`src/rtl/vending_ctrl.sv`:
```
// ---------------------------------------------------------------------------
// vending_ctrl
// Multi-item cash vending controller. Coins credit a balance. A selection
// latches an item. The item is vended once the balance covers its price.
// Change is paid back greedily (quarters, dimes, nickels) over a
// valid/ready handshake to the coin hopper.
//
// Optional feature macro: CARD_PAY_EN
//   When defined, a card can pay for the selected item. All cash credit is
//   then refunded through the change sequence.
//
// Ports:
//   i_clk, i_rst          clock, synchronous active-high reset
//   i_sel_valid/i_sel_idx item selection strobe and index
//   i_coin_*              one-cycle coin pulses (5/10/25/100 cents)
//   i_cancel              refund request
//   i_cfg_*               price/stock table write port (honoured in IDLE)
//   i_coin_out_ready      hopper accepts the offered change coin
//   i_card_valid/_funds   card presentation and available funds (CARD_PAY_EN)
//   o_balance             current cash credit in cents
//   o_busy                high while dispensing or paying change
//   o_dispense_valid/_idx one-cycle vend pulse and the vended item
//   o_coin_out_valid/o_coin_out  change coin offer (01 N, 10 D, 11 Q)
//   o_coin_reject         inserted coins refused (one-cycle pulse)
//   o_err_sold_out        selected item has no stock (one-cycle pulse)
//   o_err_bad_idx         selected index out of range (one-cycle pulse)
//   o_err_card            card funds insufficient (one-cycle pulse, CARD_PAY_EN)
// ---------------------------------------------------------------------------
module vending_ctrl #(
    parameter int NUM_ITEMS = 8,
    parameter int IDX_W     = 3,
    parameter int BAL_W     = 10,
    parameter int STOCK_W   = 4,
    parameter int MAX_BAL   = 995
) (
    input  logic               i_clk,
    input  logic               i_rst,
    input  logic               i_sel_valid,
    input  logic [IDX_W-1:0]   i_sel_idx,
    input  logic               i_coin_nickel,
    input  logic               i_coin_dime,
    input  logic               i_coin_quarter,
    input  logic               i_coin_dollar,
    input  logic               i_cancel,
    input  logic               i_cfg_we,
    input  logic [IDX_W-1:0]   i_cfg_idx,
    input  logic [BAL_W-1:0]   i_cfg_price,
    input  logic [STOCK_W-1:0] i_cfg_stock,
    input  logic               i_coin_out_ready,
`ifdef CARD_PAY_EN
    input  logic               i_card_valid,
    input  logic [BAL_W-1:0]   i_card_funds,
    output logic               o_err_card,
`endif
    output logic [BAL_W-1:0]   o_balance,
    output logic               o_busy,
    output logic               o_dispense_valid,
    output logic [IDX_W-1:0]   o_dispense_idx,
    output logic               o_coin_out_valid,
    output logic [1:0]         o_coin_out,
    output logic               o_coin_reject,
    output logic               o_err_sold_out,
    output logic               o_err_bad_idx
);

    // One extra bit so balance + coin sum can be compared against the ceiling
    // without wrapping.
    localparam int SUM_W = BAL_W + 1;

    localparam logic [1:0] COIN_NONE    = 2'b00;
    localparam logic [1:0] COIN_NICKEL  = 2'b01;
    localparam logic [1:0] COIN_DIME    = 2'b10;
    localparam logic [1:0] COIN_QUARTER = 2'b11;

    typedef enum logic [1:0] {
        S_IDLE,
        S_PAY,
        S_DISPENSE,
        S_CHANGE
    } state_t;

    state_t             r_state;
    state_t             w_nextState;

    logic [BAL_W-1:0]   r_balance;
    logic [IDX_W-1:0]   r_idx;
    logic [BAL_W-1:0]   r_price [NUM_ITEMS];
    logic [STOCK_W-1:0] r_stock [NUM_ITEMS];
    logic               r_coinReject;
    logic               r_errSoldOut;
    logic               r_errBadIdx;

    logic [SUM_W-1:0]   w_coinSum;
    logic [SUM_W-1:0]   w_balPlus;
    logic               w_coinAny;
    logic               w_coinAccept;
    logic               w_coinReject;
    logic               w_selInRange;
    logic               w_cfgInRange;
    logic [STOCK_W-1:0] w_selStock;
    logic               w_selOk;
    logic               w_idleCancel;
    logic [BAL_W-1:0]   w_price;
    logic [1:0]         w_coinCode;
    logic [BAL_W-1:0]   w_coinVal;
    logic               w_coinValid;
    logic               w_coinTake;
    logic               w_cardOk;
    logic               w_cardPaid;
    logic [BAL_W-1:0]   w_dispRemain;

    // Coin acceptance: all coins of one cycle are summed and either taken
    // together or refused together. Coins are refused outright while
    // dispensing or paying change.
    assign w_coinSum = (i_coin_nickel  ? SUM_W'(5)   : SUM_W'(0))
                     + (i_coin_dime    ? SUM_W'(10)  : SUM_W'(0))
                     + (i_coin_quarter ? SUM_W'(25)  : SUM_W'(0))
                     + (i_coin_dollar  ? SUM_W'(100) : SUM_W'(0));
    assign w_balPlus    = {1'b0, r_balance} + w_coinSum;
    assign w_coinAny    = i_coin_nickel | i_coin_dime | i_coin_quarter | i_coin_dollar;
    assign w_coinAccept = w_coinAny && (r_state == S_IDLE || r_state == S_PAY)
                          && (w_balPlus <= SUM_W'(MAX_BAL));
    assign w_coinReject = w_coinAny && !w_coinAccept;

    // Index range checks. Out-of-range indices never reach the tables.
    assign w_selInRange = ({1'b0, i_sel_idx} < (IDX_W+1)'(NUM_ITEMS));
    assign w_cfgInRange = ({1'b0, i_cfg_idx} < (IDX_W+1)'(NUM_ITEMS));
    assign w_selStock   = w_selInRange ? r_stock[i_sel_idx] : '0;
    assign w_idleCancel = i_cancel && (r_balance != '0);
    assign w_selOk      = i_sel_valid && w_selInRange && (w_selStock != '0);
    assign w_price      = r_price[r_idx];

    // Greedy change selection. The coin follows the registered balance, which
    // only moves on a completed handshake. This keeps the offer stable while
    // the hopper stalls.
    always_comb begin
        w_coinCode = COIN_NONE;
        w_coinVal  = '0;
        if (r_balance >= BAL_W'(25)) begin
            w_coinCode = COIN_QUARTER;
            w_coinVal  = BAL_W'(25);
        end else if (r_balance >= BAL_W'(10)) begin
            w_coinCode = COIN_DIME;
            w_coinVal  = BAL_W'(10);
        end else if (r_balance >= BAL_W'(5)) begin
            w_coinCode = COIN_NICKEL;
            w_coinVal  = BAL_W'(5);
        end
    end

    assign w_coinValid = (r_state == S_CHANGE) && (r_balance != '0);
    assign w_coinTake  = w_coinValid && i_coin_out_ready;

`ifdef CARD_PAY_EN
    logic r_cardPaid;
    logic r_errCard;
    logic w_cardBad;

    // A card qualifies when its funds cover the latched item's price.
    assign w_cardOk   = i_card_valid && (i_card_funds >= w_price);
    assign w_cardBad  = i_card_valid && !w_cardOk;
    assign w_cardPaid = r_cardPaid;
    assign o_err_card = r_errCard;

    // Remember whether the upcoming vend is card-paid, so the cash balance
    // is left intact and refunded in full. Also flag a card with too little
    // funds. A cancel in the same cycle takes precedence over the card.
    always_ff @(posedge i_clk) begin
        if (i_rst) begin
            r_cardPaid <= 1'b0;
            r_errCard  <= 1'b0;
        end else begin
            r_errCard <= (r_state == S_PAY) && !i_cancel && w_cardBad;
            if (r_state == S_PAY) begin
                r_cardPaid <= !i_cancel && w_cardOk;
            end
        end
    end
`else
    assign w_cardOk   = 1'b0;
    assign w_cardPaid = 1'b0;
`endif

    // Credit left after the vend. A card-paid vend keeps all cash for refund.
    assign w_dispRemain = w_cardPaid ? r_balance : (r_balance - w_price);

    // State register.
    always_ff @(posedge i_clk) begin
        if (i_rst) begin
            r_state <= S_IDLE;
        end else begin
            r_state <= w_nextState;
        end
    end

    // Next-state logic. In PAY a cancel beats a qualifying payment. The card
    // beats cash when both qualify. CHANGE returns to IDLE on the handshake
    // that empties the balance, so no idle cycle is spent in CHANGE.
    always_comb begin
        w_nextState = r_state;
        case (r_state)
            S_IDLE: begin
                if (w_idleCancel) begin
                    w_nextState = S_CHANGE;
                end else if (w_selOk) begin
                    w_nextState = S_PAY;
                end
            end
            S_PAY: begin
                if (i_cancel) begin
                    w_nextState = S_CHANGE;
                end else if (w_cardOk) begin
                    w_nextState = S_DISPENSE;
                end else if (r_balance >= w_price) begin
                    w_nextState = S_DISPENSE;
                end
            end
            S_DISPENSE: begin
                w_nextState = (w_dispRemain != '0) ? S_CHANGE : S_IDLE;
            end
            S_CHANGE: begin
                if (r_balance == '0) begin
                    w_nextState = S_IDLE;
                end else if (w_coinTake && (r_balance == w_coinVal)) begin
                    w_nextState = S_IDLE;
                end
            end
            default: w_nextState = S_IDLE;
        endcase
    end

    // Datapath: balance, latched item, price/stock table and registered
    // error pulses. Table writes are honoured only in IDLE. A selection in
    // the same cycle reads the pre-write table.
    always_ff @(posedge i_clk) begin
        if (i_rst) begin
            r_balance    <= '0;
            r_idx        <= '0;
            r_coinReject <= 1'b0;
            r_errSoldOut <= 1'b0;
            r_errBadIdx  <= 1'b0;
            for (int i = 0; i < NUM_ITEMS; i++) begin
                r_price[i] <= '0;
                r_stock[i] <= '0;
            end
        end else begin
            r_coinReject <= w_coinReject;
            r_errBadIdx  <= (r_state == S_IDLE) && !w_idleCancel && i_sel_valid
                            && !w_selInRange;
            r_errSoldOut <= (r_state == S_IDLE) && !w_idleCancel && i_sel_valid
                            && w_selInRange && (w_selStock == '0);

            case (r_state)
                S_IDLE, S_PAY: begin
                    if (w_coinAccept) begin
                        r_balance <= w_balPlus[BAL_W-1:0];
                    end
                end
                S_DISPENSE: begin
                    r_balance <= w_dispRemain;
                end
                S_CHANGE: begin
                    if (w_coinTake) begin
                        r_balance <= r_balance - w_coinVal;
                    end
                end
                default: ;
            endcase

            if (r_state == S_IDLE && w_nextState == S_PAY) begin
                r_idx <= i_sel_idx;
            end

            if (r_state == S_DISPENSE) begin
                r_stock[r_idx] <= r_stock[r_idx] - STOCK_W'(1);
            end

            if (r_state == S_IDLE && i_cfg_we && w_cfgInRange) begin
                r_price[i_cfg_idx] <= i_cfg_price;
                r_stock[i_cfg_idx] <= i_cfg_stock;
            end
        end
    end

    // Output decode. The vend and change outputs are driven from the state
    // and are zero outside their states.
    always_comb begin
        o_busy           = (r_state == S_DISPENSE) || (r_state == S_CHANGE);
        o_dispense_valid = (r_state == S_DISPENSE);
        o_dispense_idx   = (r_state == S_DISPENSE) ? r_idx : '0;
        o_coin_out_valid = w_coinValid;
        o_coin_out       = w_coinValid ? w_coinCode : COIN_NONE;
    end

    assign o_balance      = r_balance;
    assign o_coin_reject  = r_coinReject;
    assign o_err_sold_out = r_errSoldOut;
    assign o_err_bad_idx  = r_errBadIdx;

endmodule

```
`config.mk`:
```
export PLATFORM = sky130hd
export DESIGN_NAME = vending_ctrl
export DESIGN_NICKNAME = d
export VERILOG_FILES = /design/src/rtl/vending_ctrl.sv
export SDC_FILE = /design/constraint.sdc
export NUM_CORES = 1
export LEC_CHECK = 0
export CORE_UTILIZATION = 55
export CTS_BUF_LIST = sky130_fd_sc_hd__clkbuf_8
export DETAILED_ROUTE_END_ITERATION = 16
export PLACE_DENSITY = 0.75
export SLEW_MARGIN = 30
export SYNTH_ARGS = -nofsm -noshare
export SYNTH_HDL_FRONTEND = slang
export SYNTH_SLANG_ARGS = --single-unit
```
`constraint.sdc`:
```
create_clock -name i_clk -period 5.65 [get_ports i_clk]
set_input_delay 1.695 -clock i_clk [delete_from_list [all_inputs] [get_ports i_clk]]
set_output_delay 1.695 -clock i_clk [all_outputs]
set_load 0.005 [all_outputs]
```
==> key figures <==
Setup path
  • Critical path launch point type: input pin
  • Crit path max fanout: 6
  • CP endpoint kind: register
  • Worst Path Class, Setup: in -> reg
  • Crit-path cells: clkdlybuf4s50_1 -> fa_1 -> ha_1 -> fa_1 -> a21o_1 -> a221o_1 -> a22oi_1 -> o21ai_2 -> o31ai_4 -> nand2_2 -> o221a_1
  • CP max stage cell: clkdlybuf4s50_1
  • Most frequent CP cell: fa_1
  • Buf/Inv on CP: 1
  • Max stage delay on crit path: 0.50 ns
  • CP Launch Point: i_coin_nickel
  • Data arrival time of the worst path: between 5 and 6 ns
  • Critical path required time: 5.97 ns
  • CP delay by family, top: compound AO/OA/AOI/OAI gates

Routing
  • DR iter-0 viols: about 550
  • DRT antenna net count: 0
  • Top layer in use: met4
  • WL met3: 1.08 mm
  • Length of routed wiring on met1: ~7.9 mm
  • Total wire length: approximately 19 mm
  • Via count: 5648
  • Via/cell ratio: 6.20
  • Detailed-route wire length per cell: roughly 21 microns
  • DRC: 0
  • Wire length on met2: approximately 9.4 mm
  • Router iterations before antenna repair: 5

CTS
  • Post-CTS sizing: 0
  • CTS H-tree depth: 4
  • Number of clock sinks: roughly 130
  • CTS tree: yes
  • Clock buffer depth: 2
  • Root buffer cell: clkbuf_8
  • Skew-Pair Late Insertion Delay: 0.44 ns
  • Total CTS buffers: 17
  • Clock Pin Slew Worst Setup and Hold Paths: about 0.07 ns
  • Hold_buf cts: 0
  • Postcts setup bufs: 0

Logic synthesis
  • Synth top area cells: edfxtp_1 43%, mux4_2 8.7%, and2_1 6.7%
  • Post-synth ARST share: 0
  • Post-Syn Area: 7740 sq um
  • Main combinational cell family by area after synthesis: simple AND/OR/NAND/NOR gates
  • Register area share after synthesis: 0.486
  • Cell count after synthesis: about 670
  • Synth cell types: ~70
  • Mux cell area share after synthesis: 0.116
  • Synth Area in XOR/XNOR: 0.0215
  • Synth warn: 0
  • Complex-gate fraction of the synthesized area: 0.100
  • Top-area cell type share of the netlist area: 0.435
  • Syn nets: ~740
  • Syn Area/Cell: between 10 and 15 sq um
  • Area leader, netlist: edfxtp_1
  • EDFF count, synth: 112
  • Adder-cell share of the synthesized area: 0.0592
  • Simple-Gate Fraction of Synth Area: 0.191
  • Most used DFF post-synth: edfxtp_1
  • #FFs+latches synth: ~130

Floorplan
  • Die width: around 120 microns
  • Top Ports: just over 50
  • Chip height: between 100 and 150 microns
  • Die area: approximately 15000 sq um
  • Initial core utilization: 0.573
  • Core region area: ~14000 sq um
  • Row count: 42

Power
  • Maximum VDD drop: between 0.2 and 0.25 mV
  • Sequential Power Share: 0.338
  • PwrDens: ~430 nW/um^2
  • Logic gate share of total power: 0.452
  • Total power: about 3.8 mW
  • Clock share of power: 0.210
  • Psw: between 1 and 1.5 mW
  • Internal: around 2.3 mW
  • Pleak: ~3.3 nW
  • Net Sw Frac: 0.390

Global routing
  • Largest net degree at the start of global routing: 27
  • Global Route Usage Sum: 0.273
  • Initial antenna violation count: 0
  • First-pass GRT wire length: between 20 and 30 mm
  • Vias in the first global route: approximately 5.7k
  • Gr ovfl total: 0

Finish
  • Fin cells: a little over 900
  • Total inserted antenna cells: 0
  • Util after Layout: 0.652
  • # fillers: just over 1k
  • Layout cells sized above 1: 0.113
  • Finished layout cell area: roughly 9000 sq um
  • Syn-to-layout area delta: 13.7%
  • Fin nets: 787

Timing
  • Max Clock Freq: between 200 and 250 MHz
  • Skew final: 0.00900 ns
  • Post-route clock period utilization: 0.829
  • WHS: 0.583 ns
  • Min cycle time layout: 4.69 ns
  • Slew Limit Fails: 0
  • Unrepaired setup endpoints after global routing: false
  • Fin. Hold Viols: 0
  • Fin worst setup slack: around 0.96 ns
  • Sum Neg Setup Slack: 0 ns
  • Slew @ Worst Pin: about 0.93 ns
  • Max_slew headroom: 0.380
  • # setup viols final: 0

Flow run
  • Max Cap Viol: 0

Placement
  • Setup slack after placement: around 0.56 ns
  • Post-DP HPWL: approximately 14 mm
  • Port bufs: a little under 50
  • Cells after DPL: 881
  • Placed Area: about 8400 sq um
  • GPL Wtd Cong: 0.949

Worst hold path
  • Min-Delay Path Class: reg -> reg
  • Hold_sp: r_idx[0]$_SDFFE_PP0P_

Run status
  • Outcome: finished clean
-- kinds of logic (layout without fill, tap and decap cells) --
kind of cell,Yosys count,count (layout)
other cells,1,1
xor+xnor,19,19
compound gates,114,114
fa+ha+maj,33,33
simple gates,276,276
buf+inv,45,108
flops,132,132
mux,52,52
-- metal layers --
metal	track usage	up-vias
li1	-	2630
met1	0.362	2779
met2	0.454	197
met3	0.0467	42
met4	0.0988	0
met5	0	-
-- final timing paths --
| check | to | slack (ns) | cells after the start |
|---|---|---|---|
| setup / recovery | o_balance[8]$_SDFFE_PP0P_ | 0.96 | 11 |
| hold / removal | r_idx[0]$_SDFFE_PP0P_ | 0.58 | 2 |
| setup reg to reg | r_state[0]$_SDFF_PP0_ | 1.88 | 10 |
| hold reg to reg | r_idx[0]$_SDFFE_PP0P_ | 0.58 | 2 |
-- cells in the mapped netlist, drive strengths merged (2+ instances only) --
| master | n |
|---|---|
| nor2 | 57 |
| a211oi | 11 |
| nor4 | 11 |
| a31oi | 4 |
| o221ai | 2 |
| ha | 27 |
| nand2 | 46 |
| buf | 11 |
| o22ai | 2 |
| nor3 | 19 |
| o311ai | 2 |
| nand3 | 13 |
| nor2b | 8 |
| a221oi | 3 |
| a311oi | 4 |
| or2 | 3 |
| mux2i | 21 |
| inv | 16 |
| and3 | 6 |
| dfxtp | 20 |
| nand2b | 9 |
| nand4 | 6 |
| xor2 | 5 |
| nand3b | 3 |
| o211ai | 4 |
| clkbuf | 17 |
| o21ai | 33 |
| a21boi | 3 |
| a21oi | 22 |
| or3 | 2 |
| a21o | 7 |
| nor3b | 4 |
| edfxtp | 112 |
| mux4 | 30 |
| o31ai | 4 |
| xnor2 | 14 |
| a22oi | 2 |
| and2 | 83 |
| o31a | 2 |
| fa | 6 |
-- flip-flops by register name (all words and copies together), names as in the netlist, named ones only --
| signal | cells |
|---|---|
| o_coin_reject | 1 |
| r_stock | 32 |
| o_err_sold_out | 1 |
| r_idx | 3 |
| r_price | 80 |
| r_state | 2 |
| o_balance | 10 |
-- power groups by stage --
stage	clock [mW]	combinational (mW)	sequential, mW
global placement	0	1.66	1.30
detailed placement	0	1.69	1.31
global route	0.838	1.89	1.30
CTS	0.803	1.70	1.28
floorplan	0	1.29	1.23
finish	0.799	1.72	1.29
-- worst min-delay path, cell delays in order, from the launching register on --
cell and delay [ns]:
dfxtp_1 0.35, mux2i_1 0.11, nor2_1 0.09
-- final cells by class --
type / instances / area, sq um / area share
Multi-Input combinational cell: 495 / 3780 / 0.429
Sequential cell: 132 / 3760 / 0.428
Timing Repair Buffer: 61 / 581 / 0.0660
Clock buffer: 17 / 234 / 0.0266
Tap cell: 176 / 220 / 0.0250
Clock inverter: 13 / 160 / 0.0182
Inverter: 17 / 63.8 / 0.00725
-- layout by cell type (no fill, tap or decap), types with 4 or more instances in the layout --
| master | instances |
|---|---|
| nand2_1 | 45 |
| clkbuf_8 | 17 |
| mux4_2 | 30 |
| nand3_1 | 13 |
| a21oi_1 | 21 |
| mux2i_1 | 21 |
| dfxtp_1 | 19 |
| a21o_1 | 7 |
| fa_1 | 6 |
| nand4_1 | 5 |
| and3_1 | 6 |
| xor2_1 | 5 |
| a311oi_1 | 4 |
| a31oi_1 | 4 |
| clkdlybuf4s50_1 | 49 |
| nor3b_1 | 4 |
| nor2_1 | 57 |
| buf_4 | 12 |
| inv_1 | 16 |
| nor3_1 | 18 |
| nor4_1 | 11 |
| xnor2_1 | 14 |
| edfxtp_1 | 112 |
| a211oi_1 | 11 |
| o211ai_1 | 4 |
| and2_1 | 83 |
| nor2b_1 | 8 |
| o21ai_0 | 31 |
| ha_1 | 27 |
| nand2b_1 | 9 |
Note: power is estimated with default switching activity, not from simulation.
